### config.mk
export PLATFORM = sky130hd
export DESIGN_NAME = calc_key_sequencer_flat
export DESIGN_NICKNAME = d
export VERILOG_FILES = /design/src/rtl/calc_pkg.sv /design/src/rtl/calc_key_sequencer_if.sv /design/src/rtl/calc_key_sequencer.sv /design/src/flat_wrapper.sv
export SDC_FILE = /design/constraint.sdc
export NUM_CORES = 1
export LEC_CHECK = 0
export ABC_AREA = 1
export BUFFER_PORTS_ARGS = -buffer_cell sky130_fd_sc_hd__buf_2
export CAP_MARGIN = 0
export CORE_MARGIN = 2
export CORE_UTILIZATION = 40
export DETAILED_ROUTE_END_ITERATION = 10
export PLACE_DENSITY = 0.64
export SETUP_SLACK_MARGIN = 0.5
export SLEW_MARGIN = 20
export SYNTH_ARGS = -nofsm -noshare
export SYNTH_HDL_FRONTEND = slang
export SYNTH_SLANG_ARGS = --single-unit
### constraint.sdc
create_clock -name clk -period 1.23 [get_ports clk]
set_input_delay 0.246 -clock clk [delete_from_list [all_inputs] [get_ports clk]]
set_output_delay 0.246 -clock clk [all_outputs]
set_load 0.1 [all_outputs]
### src/rtl/calc_pkg.sv
// Shared key codes, calculator function encoding and sequencer states for
// the calculator keypad front-end.
package calc_pkg;

    localparam logic [4:0] KEY_ADD    = 5'd16;
    localparam logic [4:0] KEY_SUB    = 5'd17;
    localparam logic [4:0] KEY_MUL    = 5'd18;
    localparam logic [4:0] KEY_DIV    = 5'd19;
    localparam logic [4:0] KEY_EQUALS = 5'd20;
    localparam logic [4:0] KEY_CLEAR  = 5'd21;

    typedef enum logic [1:0] {
        FN_ADD = 2'b00,
        FN_SUB = 2'b01,
        FN_MUL = 2'b10,
        FN_DIV = 2'b11
    } fn_e;

    typedef enum logic [2:0] {
        S_A,
        S_OP,
        S_B,
        S_EQ,
        S_EXEC,
        S_DONE
    } state_e;

    function automatic logic is_digit(input logic [4:0] code);
        return code[4] == 1'b0;
    endfunction

    function automatic logic is_operator(input logic [4:0] code);
        return code >= KEY_ADD && code <= KEY_DIV;
    endfunction

    // Operator codes 16..19 carry the function encoding in their low bits.
    function automatic fn_e key_to_fn(input logic [4:0] code);
        return fn_e'(code[1:0]);
    endfunction

endpackage

### src/rtl/calc_key_sequencer_if.sv
// Key stream handshake between the keypad scanner (master) and the
// sequencer (slave).
interface calc_key_sequencer_if;
    logic       key_valid;
    logic [4:0] key_code;
    logic       key_ready;

    modport master (output key_valid, output key_code, input  key_ready);
    modport slave  (input  key_valid, input  key_code, output key_ready);
endinterface

### src/rtl/calc_key_sequencer.sv
// Assembles operand A, operator and operand B from key presses, drives the
// external combinational calculator and captures its result for display.
module calc_key_sequencer
    import calc_pkg::*;
(
    input  logic                        clk,
    input  logic                        rst,
    calc_key_sequencer_if.slave         kif,
    output logic [3:0]                  calc_a,
    output logic [3:0]                  calc_b,
    output logic [1:0]                  calc_fn,
    input  logic [7:0]                  calc_result,
    output logic [7:0]                  result,
    output logic                        result_valid,
    output logic                        error,
    output logic [7:0]                  op_count
);

    state_e     state_q, state_d;
    logic [3:0] calc_a_q, calc_a_d;
    logic [3:0] calc_b_q, calc_b_d;
    fn_e        calc_fn_q, calc_fn_d;
    logic [7:0] result_q, result_d;
    logic       result_valid_q, result_valid_d;
    logic       error_q, error_d;
    logic [7:0] op_count_q, op_count_d;

    logic key_ready;
    logic accept;
    logic key_digit;
    logic key_op;
    logic key_eq;
    logic key_clr;

    // The one-cycle stall in S_EXEC keeps the operands frozen while the
    // calculator output is captured.
    assign key_ready     = (state_q != S_EXEC);
    assign kif.key_ready = key_ready;
    assign accept        = kif.key_valid && key_ready;
    assign key_digit     = accept && is_digit(kif.key_code);
    assign key_op        = accept && is_operator(kif.key_code);
    assign key_eq        = accept && (kif.key_code == KEY_EQUALS);
    assign key_clr       = accept && (kif.key_code == KEY_CLEAR);

    // NOTE: every _d signal gets its hold value first so no path through the
    // case statement leaves it unassigned and infers a latch.
    always_comb begin
        state_d        = state_q;
        calc_a_d       = calc_a_q;
        calc_b_d       = calc_b_q;
        calc_fn_d      = calc_fn_q;
        result_d       = result_q;
        result_valid_d = result_valid_q;
        error_d        = error_q;
        op_count_d     = op_count_q;

        unique case (state_q)
            S_A: begin
                if (key_digit) begin
                    calc_a_d = kif.key_code[3:0];
                    state_d  = S_OP;
                end
            end
            S_OP: begin
                if (key_digit) begin
                    calc_a_d = kif.key_code[3:0];
                end else if (key_op) begin
                    calc_fn_d = key_to_fn(kif.key_code);
                    state_d   = S_B;
                end
            end
            S_B: begin
                if (key_digit) begin
                    calc_b_d = kif.key_code[3:0];
                    state_d  = S_EQ;
                end else if (key_op) begin
                    calc_fn_d = key_to_fn(kif.key_code);
                end
            end
            S_EQ: begin
                if (key_digit) begin
                    calc_b_d = kif.key_code[3:0];
                end else if (key_eq) begin
                    state_d = S_EXEC;
                end
            end
            S_EXEC: begin
                // Divide-by-zero is flagged here rather than trusting the
                // calculator's output for that case.
                if (calc_fn_q == FN_DIV && calc_b_q == 4'd0) begin
                    result_d = 8'hFF;
                    error_d  = 1'b1;
                end else begin
                    result_d = calc_result;
                    error_d  = 1'b0;
                end
                result_valid_d = 1'b1;
                if (op_count_q != 8'hFF) begin
                    op_count_d = op_count_q + 8'd1;
                end
                state_d = S_DONE;
            end
            S_DONE: begin
                if (key_digit) begin
                    calc_a_d       = kif.key_code[3:0];
                    result_valid_d = 1'b0;
                    error_d        = 1'b0;
                    state_d        = S_OP;
                end else if (key_op) begin
                    calc_a_d       = result_q[3:0];
                    calc_fn_d      = key_to_fn(kif.key_code);
                    result_valid_d = 1'b0;
                    error_d        = 1'b0;
                    state_d        = S_B;
                end
            end
            default: state_d = S_A;
        endcase

        // accept is never true in S_EXEC, so CLEAR cannot abort a capture.
        if (key_clr) begin
            calc_a_d       = 4'd0;
            calc_b_d       = 4'd0;
            calc_fn_d      = FN_ADD;
            result_d       = 8'd0;
            result_valid_d = 1'b0;
            error_d        = 1'b0;
            state_d        = S_A;
        end
    end

    // NOTE: state registers use non-blocking assignments so every flop
    // samples the pre-edge value of its neighbours.
    always_ff @(posedge clk or posedge rst) begin
        if (rst) begin
            state_q        <= S_A;
            calc_a_q       <= 4'd0;
            calc_b_q       <= 4'd0;
            calc_fn_q      <= FN_ADD;
            result_q       <= 8'd0;
            result_valid_q <= 1'b0;
            error_q        <= 1'b0;
            op_count_q     <= 8'd0;
        end else begin
            state_q        <= state_d;
            calc_a_q       <= calc_a_d;
            calc_b_q       <= calc_b_d;
            calc_fn_q      <= calc_fn_d;
            result_q       <= result_d;
            result_valid_q <= result_valid_d;
            error_q        <= error_d;
            op_count_q     <= op_count_d;
        end
    end

    assign calc_a       = calc_a_q;
    assign calc_b       = calc_b_q;
    assign calc_fn      = calc_fn_q;
    assign result       = result_q;
    assign result_valid = result_valid_q;
    assign error        = error_q;
    assign op_count     = op_count_q;

endmodule

### src/flat_wrapper.sv
// flat-port wrapper written by rule: the top's interface ports become plain ports
module calc_key_sequencer_flat import calc_pkg::*;
  (clk, rst, calc_a, calc_b, calc_fn, calc_result, result, result_valid, error, op_count, kif_key_valid, kif_key_code, kif_key_ready);
  calc_key_sequencer_if kif_i ();
  input  logic clk;
  input  logic rst;
  output logic [3:0] calc_a;
  output logic [3:0] calc_b;
  output logic [1:0] calc_fn;
  input  logic [7:0] calc_result;
  output logic [7:0] result;
  output logic result_valid;
  output logic error;
  output logic [7:0] op_count;
  input wire logic [$bits(kif_i.key_valid)-1:0] kif_key_valid;
  input wire logic [$bits(kif_i.key_code)-1:0] kif_key_code;
  output wire logic [$bits(kif_i.key_ready)-1:0] kif_key_ready;
  assign kif_i.key_valid = kif_key_valid;
  assign kif_i.key_code = kif_key_code;
  assign kif_key_ready = kif_i.key_ready;
  calc_key_sequencer u_core (.clk(clk), .rst(rst), .kif(kif_i), .calc_a(calc_a), .calc_b(calc_b), .calc_fn(calc_fn), .calc_result(calc_result), .result(result), .result_valid(result_valid), .error(error), .op_count(op_count));
endmodule
==> results by group, run 1 <==
Cells and area
  – Antenna Diode Count: 0
  – Filler cell count: 209
  – Share of layout cells above drive strength 1: between 60 and 70%
  – Synthesis-to-layout area growth: 112%
  – Final std cells w/o fill: 419
  – Nets: about 380

Job
  – Max-Cap Viols: 0

STA
  – PnR worst setup slack: -277 ps
  – Fin crit share: 123%
  – # setup viols final: 44
  – Final worst path period need: ~1500 ps
  – Fmax: 663 MHz
  – Setup Skew: roughly 13 ps
  – Slew @ Worst Pin: a little over 300 ps
  – Max-Slew Margin vs Limit: 79.3%
  – WHS: -103 ps
  – RSZ-0062 raised after global routing: true
  – Fin. max-slew vios: 0
  – Final setup TNS: -5880 ps
  – Final Hold Viols: 12

Critical path
  – CP most frequent cell: nand2_1
  – CP required: 1470 ps
  – RR Endpoint: u_core.calc_a[2]$_DFFE_PP0P_
  – Crit Reg-Reg Startpoint: u_core.state_q[1]$_DFFE_PP0P_
  – Critical path type: reg -> reg
  – Worst R2R Path Depth: 9
  – Worst Setup SP: u_core.state_q[1]$_DFFE_PP0P_
  – Delay-heaviest family, CP: simple AND/OR/NAND/NOR gates
  – Critical-path cell list: buf_6 > buf_4 > nor2_1 > nor2_2 > nand2_1 > nand2_2 > nor2_4 > nand2_1 > nand2_1
  – Worst path arrival time: around 1800 ps
  – Worst path slowest cell: dfrtp_1
  – CP Capture Type: flip-flop
  – Internal reg-to-reg setup slack: -280 ps
  – Critical path startpoint category: flip-flop
  – Buf/Inv on CP: 2
  – Critical path peak fanout: 4
  – Stages on the worst setup path: 9
  – CP max stage delay: 430 ps
  – Setup crit end: u_core.calc_a[2]$_DFFE_PP0P_

Pwr
  – Cell area power density: 2490 mW/mm²
  – Sw Ratio: approximately 50%
  – Combinational Power Share: 67.0%
  – Sequential fraction of design power: approximately a fifth
  – Clock power frac: 11.8%
  – P_leak: about 1.8 nW
  – Switching power: 4.64 mW
  – Total power: 9.24 mW
  – Internal power: around 4.6 mW
  – Maximum VDD drop: 0.00211 V

Die
  – I/O Pins: 45
  – Core Box Area: ~0.0043 mm²
  – Die height: 70.2 µm
  – Die W: 70.2 µm
  – Initial Util: between 40% and 50%
  – Die area: 0.00493 mm²
  – Rows: 24

Synth
  – Cell Area, Synth: 0.00175 mm²
  – Mapped Nets: ~250
  – Yosys Warn Count: 0
  – Syn avg cell area: 7.49 µm²
  – Syn Inst Count: roughly 230
  – Seq/Total Area, Yosys: 44.3%
  – Unique masters post-synth: 27
  – Synthesized flop and latch total: 31

Routing
  – Post-route DRC: 0
  – Final ANT Viol Nets: 0
  – TritonRoute pass-1 iters: 4
  – 1st-iter DRT viols: 148
  – Vias: 2143
  – Metal3 WL: 310 µm
  – Via density: ~5
  – Met2 WL: 3830 µm
  – Wire length on met1: 2760 µm
  – Wire length per cell: about 17 µm
  – Top Layer Used: met4
  – Routed WL: 7130 µm

Clocking
  – Htree depth: 2
  – Clock transition at the registers of the reported paths: 80 ps
  – Max clock buf depth: 2
  – Clk sinks: 31
  – Skew-Pair Late Insertion Delay: about 300 ps
  – Clk root buf: clkbuf_8
  – CTS Buf Count: 5
  – CTS tree: yes

Placed design
  – PortBufs: 44
  – Placed Cells: 371
  – Gpl congestion: 0.866
  – DP Wirelength: 3900 µm

Global route
  – First-pass GRT wire length: 10100 µm
  – Total gr overflow: 0
  – GRT Util Overall: 26.5%
  – Initial antenna violation count: 0
  – Number of global-route vias before repair: 2169
  – Pin count of the biggest net entering global routing: 20

Outcome
  – Status: finished with violations
  – Failing checks: negative hold slack, negative setup slack

Hold path
  – Hold WC Path Type: in -> async
layout make-up:
| class | instances | area [µm²] | area share (%) |
|---|---|---|---|
| repair buffers | 126 | 1360 | 36.7 |
| multi-input cells | 178 | 1170 | 31.5 |
| flip-flops and latches | 31 | 882 | 23.8 |
| inverters | 24 | 114 | 3.07 |
| clock buffers | 6 | 82.6 | 2.23 |
| well taps | 52 | 65.1 | 1.75 |
| clock inverters | 2 | 35.0 | 0.944 |
sequential cells by signal (all words and copies together), names as in the netlist:
| signal | cells |
|---|---|
| u_core.op_count | 8 |
| u_core.result | 8 |
| u_core.calc_a | 4 |
| u_core.calc_b | 4 |
| u_core.state_q | 3 |
| u_core.calc_fn | 2 |
| u_core.error | 1 |
| u_core.result_valid | 1 |
worst register-to-register path, delay by kind of cell, from the launching register on:
family | cells | cell delay (ps)
and+or+nand+nor | 7 | 740
buffers and inverters | 2 | 290
DFF | 1 | 430
power groups by stage:
stage	Clock, mW	Combinational, mW	Sequential, mW
after floorplan	0	1.06	4.06
final	1.09	6.19	1.96
after global placement	0	5.15	1.95
after CTS	1.05	5.75	1.92
after detailed placement	0	5.22	1.96
after global routing	1.11	6.43	1.99
per-stage QoR:
| stage | cell area [µm²] | util (%) | setup WS (ps) |
|---|---|---|---|
| 2_1_floorplan | 1980 | - | -279 |
| 3_3_place_gp | 3020 | 70.2 | -122 |
| 3_5_place_dp | 3020 | 70.2 | -164 |
| 4_1_cts | 3450 | 80.4 | -243 |
| 5_1_grt | 3710 | 86.4 | -334 |
| 6_report | 3710 | 86.4 | -277 |
worst min-delay path by stage:
stage               startpoint                             to  slack (ps)  depth (start not counted)
floorplan                  rst  u_core.state_q[0]$_DFFE_PP0P_         170                          1
detailed placement         rst   u_core.calc_a[2]$_DFFE_PP0P_         220                          2
global route               rst   u_core.calc_b[2]$_DFFE_PP0P_         -80                          2
finish                     rst   u_core.calc_a[2]$_DFFE_PP0P_        -100                          2
CTS                        rst   u_core.calc_a[2]$_DFFE_PP0P_         -90                          2
global placement           rst   u_core.calc_a[0]$_DFFE_PP0P_         220                          2
timing repair:
item                       CTS  global route
gates resized for setup     29            46
pin swaps                    6            23
setup buffers               29            10
setup endpoints to repair   60            60
cloned                       1             0
hold endpoints to repair    12            12
metal layers:
metal  vias to the layer above  track usage (%)
li1                       1008                -
met2                        87             45.9
met4                         0             12.0
met1                      1027             31.7
met5                         -                0
met3                        21             5.34
Yosys cell counts (all sizes together):
| cell | instances | share of area (%) |
|---|---|---|
| nand4 | 4 | 2.3 |
| xor2 | 2 | 1.0 |
| nor3 | 2 | 0.57 |
| a21oi | 6 | 1.7 |
| nand2 | 95 | 22 |
| buf | 2 | 0.86 |
| dfrtp | 31 | 44 |
| o211ai | 1 | 0.43 |
| nand3 | 10 | 3.1 |
| ha | 1 | 0.71 |
| inv | 23 | 4.9 |
| and2 | 1 | 0.36 |
| o21ai | 18 | 5.1 |
| nand3b | 3 | 1.3 |
| xnor2 | 3 | 1.5 |
| a31oi | 1 | 1.2 |
| nor2 | 29 | 8.2 |
| clkinv | 1 | 0.29 |
| o22ai | 1 | 0.36 |
layout by cell type (no fill, tap or decap), drive strengths merged, types with 3 or more instances in the layout:
| cell type | synthesis | layout |
|---|---|---|
| inv | 23 | 22 |
| xnor2 | 3 | 3 |
| o21ai | 18 | 18 |
| nand2 | 95 | 96 |
| nand3 | 10 | 10 |
| a21oi | 6 | 6 |
| nand3b | 3 | 3 |
| clkbuf | 0 | 6 |
| nor2 | 29 | 29 |
| dfrtp | 31 | 31 |
| nand4 | 4 | 4 |
| buf | 2 | 126 |
logic make-up after synthesis:
| kind of cell | count (synthesis) | share of synthesized area, % |
|---|---|---|
| simple gates | 144 | 37.6 |
| flops | 31 | 44.3 |
| compound gates | 27 | 8.85 |
| buf+inv | 26 | 6.07 |
| xor+xnor | 5 | 2.50 |
| fa+ha+maj | 1 | 0.714 |
Power figures use the tool's default switching activity.
==> run 2: changes to the inputs <==
CTS_BUF_LIST = sky130_fd_sc_hd__clkbuf_4   (was default)
==> results by group, run 2 (synthesis gave the netlist of run 1 again) <==
Critical path
  – Critical path peak fanout: 2
  – CP Capture Type: output pin
  – Critical path startpoint category: flip-flop
  – CP required: 980 ps
  – Critical path type: reg -> out
  – Worst path arrival time: 1300 ps

Cells and area
  – Share of layout cells above drive strength 1: between 50% and 60%
  – Final core utilization: 80.5%
  – Synthesis-to-layout area growth: 97.3%
  – Final std cells w/o fill: 412
  – Nets: 376
  – Commonest non-fill, non-tap cell in the layout: nand2_1
  – Antenna Diode Count: 0
  – Commonest cells after routing, fill and taps aside: 81 x nand2_1, 60 x buf_4, 30 x buf_12
  – Post-route design area: about 0.0035 mm²

Pwr
  – Cell area power density: roughly 2500 mW/mm²
  – P_leak: 1.72 nW
  – Maximum VDD drop: 0.00204 V
  – Total power: 8.63 mW

STA
  – Final Hold Viols: 12
  – RSZ-0062 raised after global routing: true
  – Max-Slew Margin vs Limit: 79.9%
  – # setup viols final: 60
  – Fin. max-slew vios: 0
  – Final setup TNS: -7120 ps
  – Fin crit share: 125%
  – Fmax: 648 MHz
  – Slew @ Worst Pin: between 300 and 400 ps
  – Setup Skew: approximately 12 ps
  – PnR worst setup slack: -313 ps
  – Final worst path period need: around 1500 ps
  – WHS: -158 ps

Die
  – Die W: 70.2 µm
  – Die area: between 0.004 and 0.005 mm²
  – Die height: 70.2 µm
  – I/O Pins: 45
  – Rows: 24
  – Initial Util: 40.8%
  – Core Box Area: about 0.0043 mm²

Job
  – Max-Cap Viols: 0

Clocking
  – Htree depth: 2
  – Skew-Pair Late Insertion Delay: 340 ps
  – Clock transition at the registers of the reported paths: around 110 ps
  – CTS tree: yes
  – Max clock buf depth: 2
  – Clk root buf: clkbuf_4
  – Clk sinks: 31
  – CTS Buf Count: 5

Routing
  – Metal3 WL: 237 µm
  – Via density: 4.81
  – Met2 WL: 3030 µm
  – 1st-iter DRT viols: 104
  – Post-route DRC: 0
  – Wire length on met1: 2480 µm
  – Wire length per cell: 14.0 µm
  – TritonRoute pass-1 iters: 4
  – Routed WL: 5790 µm
  – Final ANT Viol Nets: 0
  – Top Layer Used: met4
  – Vias: 1980

Placed design
  – PortBufs: 44
  – Dpl ws: -164 ps
  – Placed Cells: around 370
  – Area after DPL: 0.00302 mm²
  – Gpl congestion: 0.866
  – DP Wirelength: 3900 µm

Hold path
  – Hold WC Path Type: in -> async

Global route
  – First-pass GRT wire length: 9270 µm
  – GRT Util Overall: between 20% and 30%
  – Pin count of the biggest net entering global routing: 20
  – Total gr overflow: 0
  – Number of global-route vias before repair: 2056
  – Initial antenna violation count: 0

Outcome
  – Failing checks: negative hold slack, negative setup slack
  – Status: finished with violations
-- run 2: routing by layer --
metal / GRT usage [%] / up-vias
li1: - / 992
met1: 28.9 / 934
met2: 42.0 / 49
met3: 5.05 / 5
met4: 8.33 / 0
met5: 0 / -
-- run 2: cell type report --
class	count	area, µm²
Timing Repair Buffer	120	1290
Multi-Input combinational cell	177	1030
Sequential cell	31	882
Fill cell	265	836
Inverter	24	109
Tap cell	52	65.1
Clock inverter	3	38.8
Clock buffer	5	37.5
-- run 2: critical path, stage by stage, from the launching register on --
cell,delay [ps]
dfrtp_1,440
nor2_4,170
nand2_8,70
buf_6,120
buf_12,150
-- run 2: final timing paths --
kind / slack [ps] / depth (start not counted) / end / start
worst min register to register: 570 / 2 / u_core.result[4]$_DFFE_PP0P_ / u_core.result[4]$_DFFE_PP0P_
worst max-delay path: -310 / 4 / kif_key_ready / u_core.state_q[1]$_DFFE_PP0P_
max in group asynchronous: 990 / 3 / u_core.op_count[7]$_DFFE_PP0P_ / rst
worst max register to register: -250 / 10 / u_core.calc_a[0]$_DFFE_PP0P_ / u_core.state_q[1]$_DFFE_PP0P_
worst min-delay path: -160 / 2 / u_core.calc_a[0]$_DFFE_PP0P_ / rst
min in group clk: 140 / 3 / u_core.result[5]$_DFFE_PP0P_ / calc_result[5]
-- run 2: repair_timing --
| item | 4_1_cts | 5_1_grt |
|---|---|---|
| buffers inserted | 23 | 10 |
| pin swaps | 2 | 10 |
| endpoints found under the setup margin | 60 | 60 |
| endpoints found under the hold margin | 12 | 12 |
| gates resized for setup | 16 | 17 |
-- run 2: power breakdown --
group          switching, mW  leakage, nW  internal, mW
registers              0.384        0.359          1.56
logic                   3.58         1.32          2.31
clock network          0.387       0.0426         0.418
total                   4.35         1.72          4.29
